### src/rtl/ram_march_bist.sv
// ram_march_bist: four-phase march BIST for a dual-port RAM. Port A covers the
// lower half and port B the upper half. The test writes a background, reads it
// back, writes an address pattern, then cross-reads it through the other port.
// The first mismatch is recorded, with port A winning a same-cycle tie.
module ram_march_bist #(
  parameter int unsigned       ADDR_W = 7,
  parameter int unsigned       DATA_W = 8,
  parameter int unsigned       RD_LAT = 1,
  parameter logic [DATA_W-1:0] BG     = DATA_W'(8'h55)
) (
  input  logic              clk,
  input  logic              rst,
  input  logic              start,
  output logic              busy,
  output logic              done,
  output logic              pass,
  output logic              fail_port,
  output logic [ADDR_W-1:0] fail_addr,
  output logic [DATA_W-1:0] fail_data,
  output logic [DATA_W-1:0] fail_exp,
  output logic [ADDR_W-1:0] a1,
  output logic [DATA_W-1:0] d1,
  output logic              wr1,
  input  logic [DATA_W-1:0] q1,
  output logic [ADDR_W-1:0] a2,
  output logic [DATA_W-1:0] d2,
  output logic              wr2,
  input  logic [DATA_W-1:0] q2
);

  localparam int unsigned       H         = 1 << (ADDR_W - 1);
  localparam logic [ADDR_W-1:0] K_H       = ADDR_W'(H);
  localparam logic [ADDR_W-1:0] K_LAST_WR = ADDR_W'(H - 1);
  localparam logic [ADDR_W-1:0] K_LAST_RD = ADDR_W'(H + RD_LAT - 1);

  typedef enum logic [2:0] {
    S_IDLE, S_WR_BG, S_RD_BG, S_WR_AD, S_RD_X, S_DONE
  } state_e;

  state_e            state_q, state_d;
  logic [ADDR_W-1:0] k_q, k_d;

  logic              busy_q, busy_d, done_q, done_d, pass_q, pass_d;
  logic              fail_port_q, fail_port_d;
  logic [ADDR_W-1:0] fail_addr_q, fail_addr_d;
  logic [DATA_W-1:0] fail_data_q, fail_data_d, fail_exp_q, fail_exp_d;
  logic [ADDR_W-1:0] a1_q, a1_d, a2_q, a2_d;
  logic [DATA_W-1:0] d1_q, d1_d, d2_q, d2_d;
  logic              wr1_q, wr1_d, wr2_q, wr2_d;
  logic              rd_q, rd_d;
  logic [DATA_W-1:0] exp1_q, exp1_d, exp2_q, exp2_d;

  logic [RD_LAT-1:0] pv_q;
  logic [ADDR_W-1:0] pa1_q [RD_LAT];
  logic [ADDR_W-1:0] pa2_q [RD_LAT];
  logic [DATA_W-1:0] pe1_q [RD_LAT];
  logic [DATA_W-1:0] pe2_q [RD_LAT];

  logic              cmp_en_c, mism1_c, mism2_c, mism_c;
  logic [ADDR_W-1:0] lo_c, hi_c;

  function automatic logic [DATA_W-1:0] pat(input logic [ADDR_W-1:0] x);
    return DATA_W'(x) ^ ~BG;
  endfunction

  // Compare read returns against the pipelined expectation during read phases.
  assign cmp_en_c = pv_q[RD_LAT-1] && (state_q == S_RD_BG || state_q == S_RD_X);
  assign mism1_c  = cmp_en_c && (q1 != pe1_q[RD_LAT-1]);
  assign mism2_c  = cmp_en_c && (q2 != pe2_q[RD_LAT-1]);
  assign mism_c   = mism1_c || mism2_c;

  assign lo_c = {1'b0, k_d[ADDR_W-2:0]};
  assign hi_c = {1'b1, k_d[ADDR_W-2:0]};

  // State and phase index register.
  always_ff @(posedge clk) begin
    if (rst) begin
      state_q <= S_IDLE;
      k_q     <= '0;
    end else begin
      state_q <= state_d;
      k_q     <= k_d;
    end
  end

  // Phase sequencing; a mismatch cuts the run short.
  always_comb begin
    state_d = state_q;
    k_d     = k_q;
    case (state_q)
      S_IDLE: if (start) begin state_d = S_WR_BG; k_d = '0; end
      S_WR_BG:
        if (k_q == K_LAST_WR) begin state_d = S_RD_BG; k_d = '0; end
        else k_d = k_q + ADDR_W'(1);
      S_RD_BG:
        if (mism_c) begin state_d = S_DONE; k_d = '0; end
        else if (k_q == K_LAST_RD) begin state_d = S_WR_AD; k_d = '0; end
        else k_d = k_q + ADDR_W'(1);
      S_WR_AD:
        if (k_q == K_LAST_WR) begin state_d = S_RD_X; k_d = '0; end
        else k_d = k_q + ADDR_W'(1);
      S_RD_X:
        if (mism_c || k_q == K_LAST_RD) begin state_d = S_DONE; k_d = '0; end
        else k_d = k_q + ADDR_W'(1);
      S_DONE:  begin state_d = S_IDLE; k_d = '0; end
      default: begin state_d = S_IDLE; k_d = '0; end
    endcase
  end

  // Next values of the registered outputs, derived from the upcoming state.
  always_comb begin
    busy_d = 1'b0; done_d = 1'b0; rd_d = 1'b0;
    a1_d = '0; d1_d = '0; wr1_d = 1'b0; exp1_d = '0;
    a2_d = '0; d2_d = '0; wr2_d = 1'b0; exp2_d = '0;
    pass_d      = pass_q;
    fail_port_d = fail_port_q;
    fail_addr_d = fail_addr_q;
    fail_data_d = fail_data_q;
    fail_exp_d  = fail_exp_q;
    case (state_d)
      S_WR_BG: begin
        busy_d = 1'b1;
        a1_d = lo_c; d1_d = BG; wr1_d = 1'b1;
        a2_d = hi_c; d2_d = BG; wr2_d = 1'b1;
      end
      S_RD_BG: begin
        busy_d = 1'b1;
        if (k_d < K_H) begin
          rd_d = 1'b1;
          a1_d = lo_c; exp1_d = BG;
          a2_d = hi_c; exp2_d = BG;
        end
      end
      S_WR_AD: begin
        busy_d = 1'b1;
        a1_d = lo_c; d1_d = pat(lo_c); wr1_d = 1'b1;
        a2_d = hi_c; d2_d = pat(hi_c); wr2_d = 1'b1;
      end
      S_RD_X: begin
        busy_d = 1'b1;
        if (k_d < K_H) begin
          rd_d = 1'b1;
          a1_d = hi_c; exp1_d = pat(hi_c);
          a2_d = lo_c; exp2_d = pat(lo_c);
        end
      end
      S_DONE:  done_d = 1'b1;
      default: ;
    endcase
    if (state_q == S_IDLE && start) begin
      pass_d = 1'b0; fail_port_d = 1'b0; fail_addr_d = '0;
      fail_data_d = '0; fail_exp_d = '0;
    end
    if (mism1_c) begin
      fail_port_d = 1'b0; fail_addr_d = pa1_q[RD_LAT-1];
      fail_data_d = q1;   fail_exp_d  = pe1_q[RD_LAT-1];
    end else if (mism2_c) begin
      fail_port_d = 1'b1; fail_addr_d = pa2_q[RD_LAT-1];
      fail_data_d = q2;   fail_exp_d  = pe2_q[RD_LAT-1];
    end
    if (state_q == S_RD_X && state_d == S_DONE && !mism_c) pass_d = 1'b1;
  end

  // Output registers and the read-compare pipeline matching RAM latency.
  always_ff @(posedge clk) begin
    if (rst) begin
      busy_q <= 1'b0; done_q <= 1'b0; pass_q <= 1'b0;
      fail_port_q <= 1'b0; fail_addr_q <= '0; fail_data_q <= '0; fail_exp_q <= '0;
      a1_q <= '0; d1_q <= '0; wr1_q <= 1'b0; exp1_q <= '0;
      a2_q <= '0; d2_q <= '0; wr2_q <= 1'b0; exp2_q <= '0;
      rd_q <= 1'b0;
      pv_q <= '0;
      for (int i = 0; i < RD_LAT; i++) begin
        pa1_q[i] <= '0; pa2_q[i] <= '0; pe1_q[i] <= '0; pe2_q[i] <= '0;
      end
    end else begin
      busy_q <= busy_d; done_q <= done_d; pass_q <= pass_d;
      fail_port_q <= fail_port_d; fail_addr_q <= fail_addr_d;
      fail_data_q <= fail_data_d; fail_exp_q <= fail_exp_d;
      a1_q <= a1_d; d1_q <= d1_d; wr1_q <= wr1_d; exp1_q <= exp1_d;
      a2_q <= a2_d; d2_q <= d2_d; wr2_q <= wr2_d; exp2_q <= exp2_d;
      rd_q <= rd_d;
      pv_q[0]  <= rd_q;
      pa1_q[0] <= a1_q; pe1_q[0] <= exp1_q;
      pa2_q[0] <= a2_q; pe2_q[0] <= exp2_q;
      for (int i = 1; i < RD_LAT; i++) begin
        pv_q[i]  <= pv_q[i-1];
        pa1_q[i] <= pa1_q[i-1]; pe1_q[i] <= pe1_q[i-1];
        pa2_q[i] <= pa2_q[i-1]; pe2_q[i] <= pe2_q[i-1];
      end
    end
  end

  assign busy      = busy_q;
  assign done      = done_q;
  assign pass      = pass_q;
  assign fail_port = fail_port_q;
  assign fail_addr = fail_addr_q;
  assign fail_data = fail_data_q;
  assign fail_exp  = fail_exp_q;
  assign a1        = a1_q;
  assign d1        = d1_q;
  assign wr1       = wr1_q;
  assign a2        = a2_q;
  assign d2        = d2_q;
  assign wr2       = wr2_q;

endmodule

### config.mk
export PLATFORM = sky130hd
export DESIGN_NAME = ram_march_bist
export DESIGN_NICKNAME = d
export VERILOG_FILES = /design/src/rtl/ram_march_bist.sv
export SDC_FILE = /design/constraint.sdc
export NUM_CORES = 1
export LEC_CHECK = 0
export CELL_PAD_IN_SITES_DETAIL_PLACEMENT = 2
export CELL_PAD_IN_SITES_GLOBAL_PLACEMENT = 2
export CORE_MARGIN = 2
export CORE_UTILIZATION = 30
export CTS_CLUSTER_DIAMETER = 150
export CTS_CLUSTER_SIZE = 24
export DETAILED_ROUTE_END_ITERATION = 7
export PLACE_DENSITY_LB_ADDON = 0.25
export SETUP_SLACK_MARGIN = 0.15
export SLEW_MARGIN = 0
export SYNTH_ARGS = -nofsm -noshare
export SYNTH_HDL_FRONTEND = slang
export SYNTH_SLANG_ARGS = --single-unit
export TNS_END_PERCENT = 100
### constraint.sdc
create_clock -name clk -period 6.7 [get_ports clk]
set_input_delay 0.67 -clock clk [delete_from_list [all_inputs] [get_ports clk]]
set_output_delay 0.67 -clock clk [all_outputs]
set_load 0.05 [all_outputs]
==> results by group <==
Finish
  – Diode count: 0
  – Total Nets Final: between 400 and 500
  – Sequential Area: roughly 1600 sq um
  – Final non-filler cell total: ~540
  – Multi-input logic area: between 1000 and 1500 sq um
  – Share of layout cells above drive strength 1: roughly 8.4%
  – Core Util, Final: approximately 40%
  – Layout overhead on the synthesized area: 31.0%
  – Fill count: 1163

STA
  – Worst slew pin tran: 1140 ps
  – Worst rel slew slack: between 20% and 30%
  – Final setup TNS: 0 ps
  – Tmin final: between 2000 and 3000 ps
  – RSZ-0062 raised after global routing: false
  – Final period utilization: 43.6%
  – Slew Limit Fails: 0
  – Clk_skew: 11.4 ps
  – Setup slack after layout: ~3800 ps
  – Fin. Hold Viols: 0
  – Setup Viol. Count Final: 0
  – Fmax: 342 MHz

GRT
  – Largest net degree at the start of global routing: 53
  – Global Route Usage Sum: around 17%
  – Vias in the first global route: about 2900
  – First-pass GRT wire length: 15.5 mm
  – GRT overflow: 0
  – Initial antenna violation count: 0

Drt
  – First-pass DRT Iterations: 5
  – Residual DRC: 0
  – DR vias: approximately 2700
  – WL per Instance: 17.7 um
  – DRT iter0 DRCs: 78
  – Number of vias per cell: 4.87
  – Final WL: just under 10 mm
  – Final ANT Viol Nets: 0

CTS
  – Cts repair resizes: 0
  – CTS Sinks: just over 80
  – Hold_buf cts: 0
  – Clock transition at path regs: approximately 80 ps
  – CTS Buffer Depth: 2
  – Clock Latency Late Sink: between 300 and 400 ps
  – CTS Buf Count: 9
  – Setup bufs post-CTS: 0
  – H-tree levels: 3
  – CTS tree: done
  – Root Buffer: clkbuf_8

Placement
  – RD Place Congestion: around 0.84
  – Placed Cells incl. Taps: around 530
  – Post-DP HPWL: 6.92 mm
  – Number of port buffers: 77
  – Worst slack, placed: ~3400 ps

Setup path
  – Slowest-stage cell, CP: nor4_2
  – RR Startpoint: k_q[0]
  – Critical path origin: q2[6]
  – Buf/Inv on CP: 1
  – Critical path endpoint category: flip-flop
  – Req. time, crit path: just under 7000 ps
  – Delay of the slowest critical-path stage: ~450 ps
  – Setup CP Type: in -> reg
  – Dominant delay contributor by cell family on the critical path: simple AND/OR/NAND/NOR gates
  – CP Cell Sequence: clkdlybuf4s50_1, xor2_1, nor4_2, nand4_2, and2_4, o311ai_0, o21ai_0, and2_1
  – Crit-path max FO: 21
  – WP data arrival: ~3200 ps
  – Startpoint type of the worst setup path: input pin

Run status
  – Outcome: complete, no violations

Floorplanning
  – Row count: 38
  – I/O pin cnt: 78
  – Die area: roughly 12000 sq um
  – Die Wd: around 110 um
  – Initial Util: between 30% and 40%
  – Core area: around 11000 sq um
  – Die height: 108 um

Logic synthesis
  – Synth warnings: 0
  – Async SR Flop Fraction: 0%
  – Synth area leaders: dfxtp_1, nor2_1, xor2_1
  – Ys flop type: dfxtp_1
  – Synth unique cells: between 50 and 60
  – Cells after Synth: 339
  – Number of synthesized flops with an enable pin: 0
  – Avg Cell Area, Syn: about 9.6 sq um
  – Area share of the largest cell type after synthesis: a little over 50%
  – Area leader, netlist: dfxtp_1
  – Post-Syn Area: about 3300 sq um
  – Seq/Total Area, Yosys: about 50%
  – Synthesis-stage register bit count: slightly above 80
  – Syn Nets: 360

Power and ir drop
  – PwrDens: between 200 and 250 nW/um^2
  – Lkg Pwr: approximately 1.6 nW
  – VDD IR max: between 0.00009 and 0.0001 V

Min path
  – Worst hold path class: reg -> reg
  – HP Start: exp1_q[6]

Flow run
  – Max Cap Viol: 0
worst paths after layout:
path	to	slack [ps]	cells after the start
max reg2reg	a1[5]	3960	9
min	pe1_q[0][6]	440	1
min reg2reg	pe1_q[0][6]	440	1
max	exp1_q[3]	3780	8
per-stage QoR:
step	hold slack (ps)	cell area (sq um)	power, mW
final	440	4260	1.01
after global placement	422	4030	0.599
after CTS	449	4260	1.02
after detailed placement	429	4030	0.601
after floorplan	414	3250	0.565
after global routing	469	4260	1.06
cells in the mapped netlist (all sizes together) (4+ instances only):
cell type / number
a211oi: 5
a21oi: 22
a222oi: 9
and2: 6
buf: 19
clkbuf: 9
dfxtp: 82
inv: 9
nand2: 29
nand3: 16
nor2: 42
nor2b: 21
nor3: 4
nor4: 6
o21ai: 7
xor2: 16
kinds of logic (layout without fill, tap and decap cells):
logic type / after synthesis / after routing / share of synthesized area (%)
AOI/OAI and AO/OA: 57 / 57 / 12.4
adders and majority gates: 2 / 2 / 0.769
xor gates and xnor gates: 18 / 18 / 4.85
DFF: 82 / 82 / 50.5
and+or+nand+nor: 141 / 141 / 24.6
muxes: 2 / 2 / 0.615
buffers and inverters: 37 / 102 / 6.35
final cells by class:
type | instances | share of cell area, %
clock buffers | 10 | 3.00
inverters | 9 | 0.793
flip-flops and latches | 82 | 38.5
repair buffers | 78 | 18.1
clock inverters | 5 | 2.44
well taps | 140 | 4.11
multi-input cells | 220 | 33.0
flip-flops by register name, indices dropped and copies added, names as in the netlist, 2 cells and up:
register and flops:
a1 7, pe1_q 7, pe2_q 2, pa1_q 7, d1 8, state_q 3, fail_data 8, fail_exp 8
fail_addr 7, exp1_q 8, k_q 7
worst register-to-register path, stage by stage, from the launching register on:
cell and delay (ps):
dfxtp_1 470, inv_1 80, ha_1 200, and4bb_2 250, a211oi_1 430, nor2_1 140, o31a_1 370, and4_1 190
a21oi_1 400, nor2_1 90
power by group:
group / internal, mW / switching (mW)
clock network: 0.246 / 0.178
registers: 0.493 / 0.00517
logic: 0.0306 / 0.0609
total: 0.769 / 0.244
routing by layer:
metal	track usage, %	vias to the layer above	routed length [um]
met5	0	-	0
met4	7.42	0	148
met3	2.71	12	322
met2	29.0	61	4580
met1	22.7	1304	4550
li1	-	1273	-
placed cells by master (no fill, tap or decap), types with 3 or more instances in the layout:
cell type        instances
nor2_1                  42
a21oi_1                 21
o21ai_0                  5
clkbuf_8                 9
a222oi_1                 9
nand2_1                 28
xor2_1                  16
nor3_1                   3
clkdlybuf4s50_1         76
nor4_4                   3
a211oi_1                 5
a22oi_1                  3
bufinv_16                3
inv_1                    8
dfxtp_1                 82
nor2b_1                 21
nand3_1                 16
and2_1                   5
No activity file was read; power rests on OpenSTA's default activity.
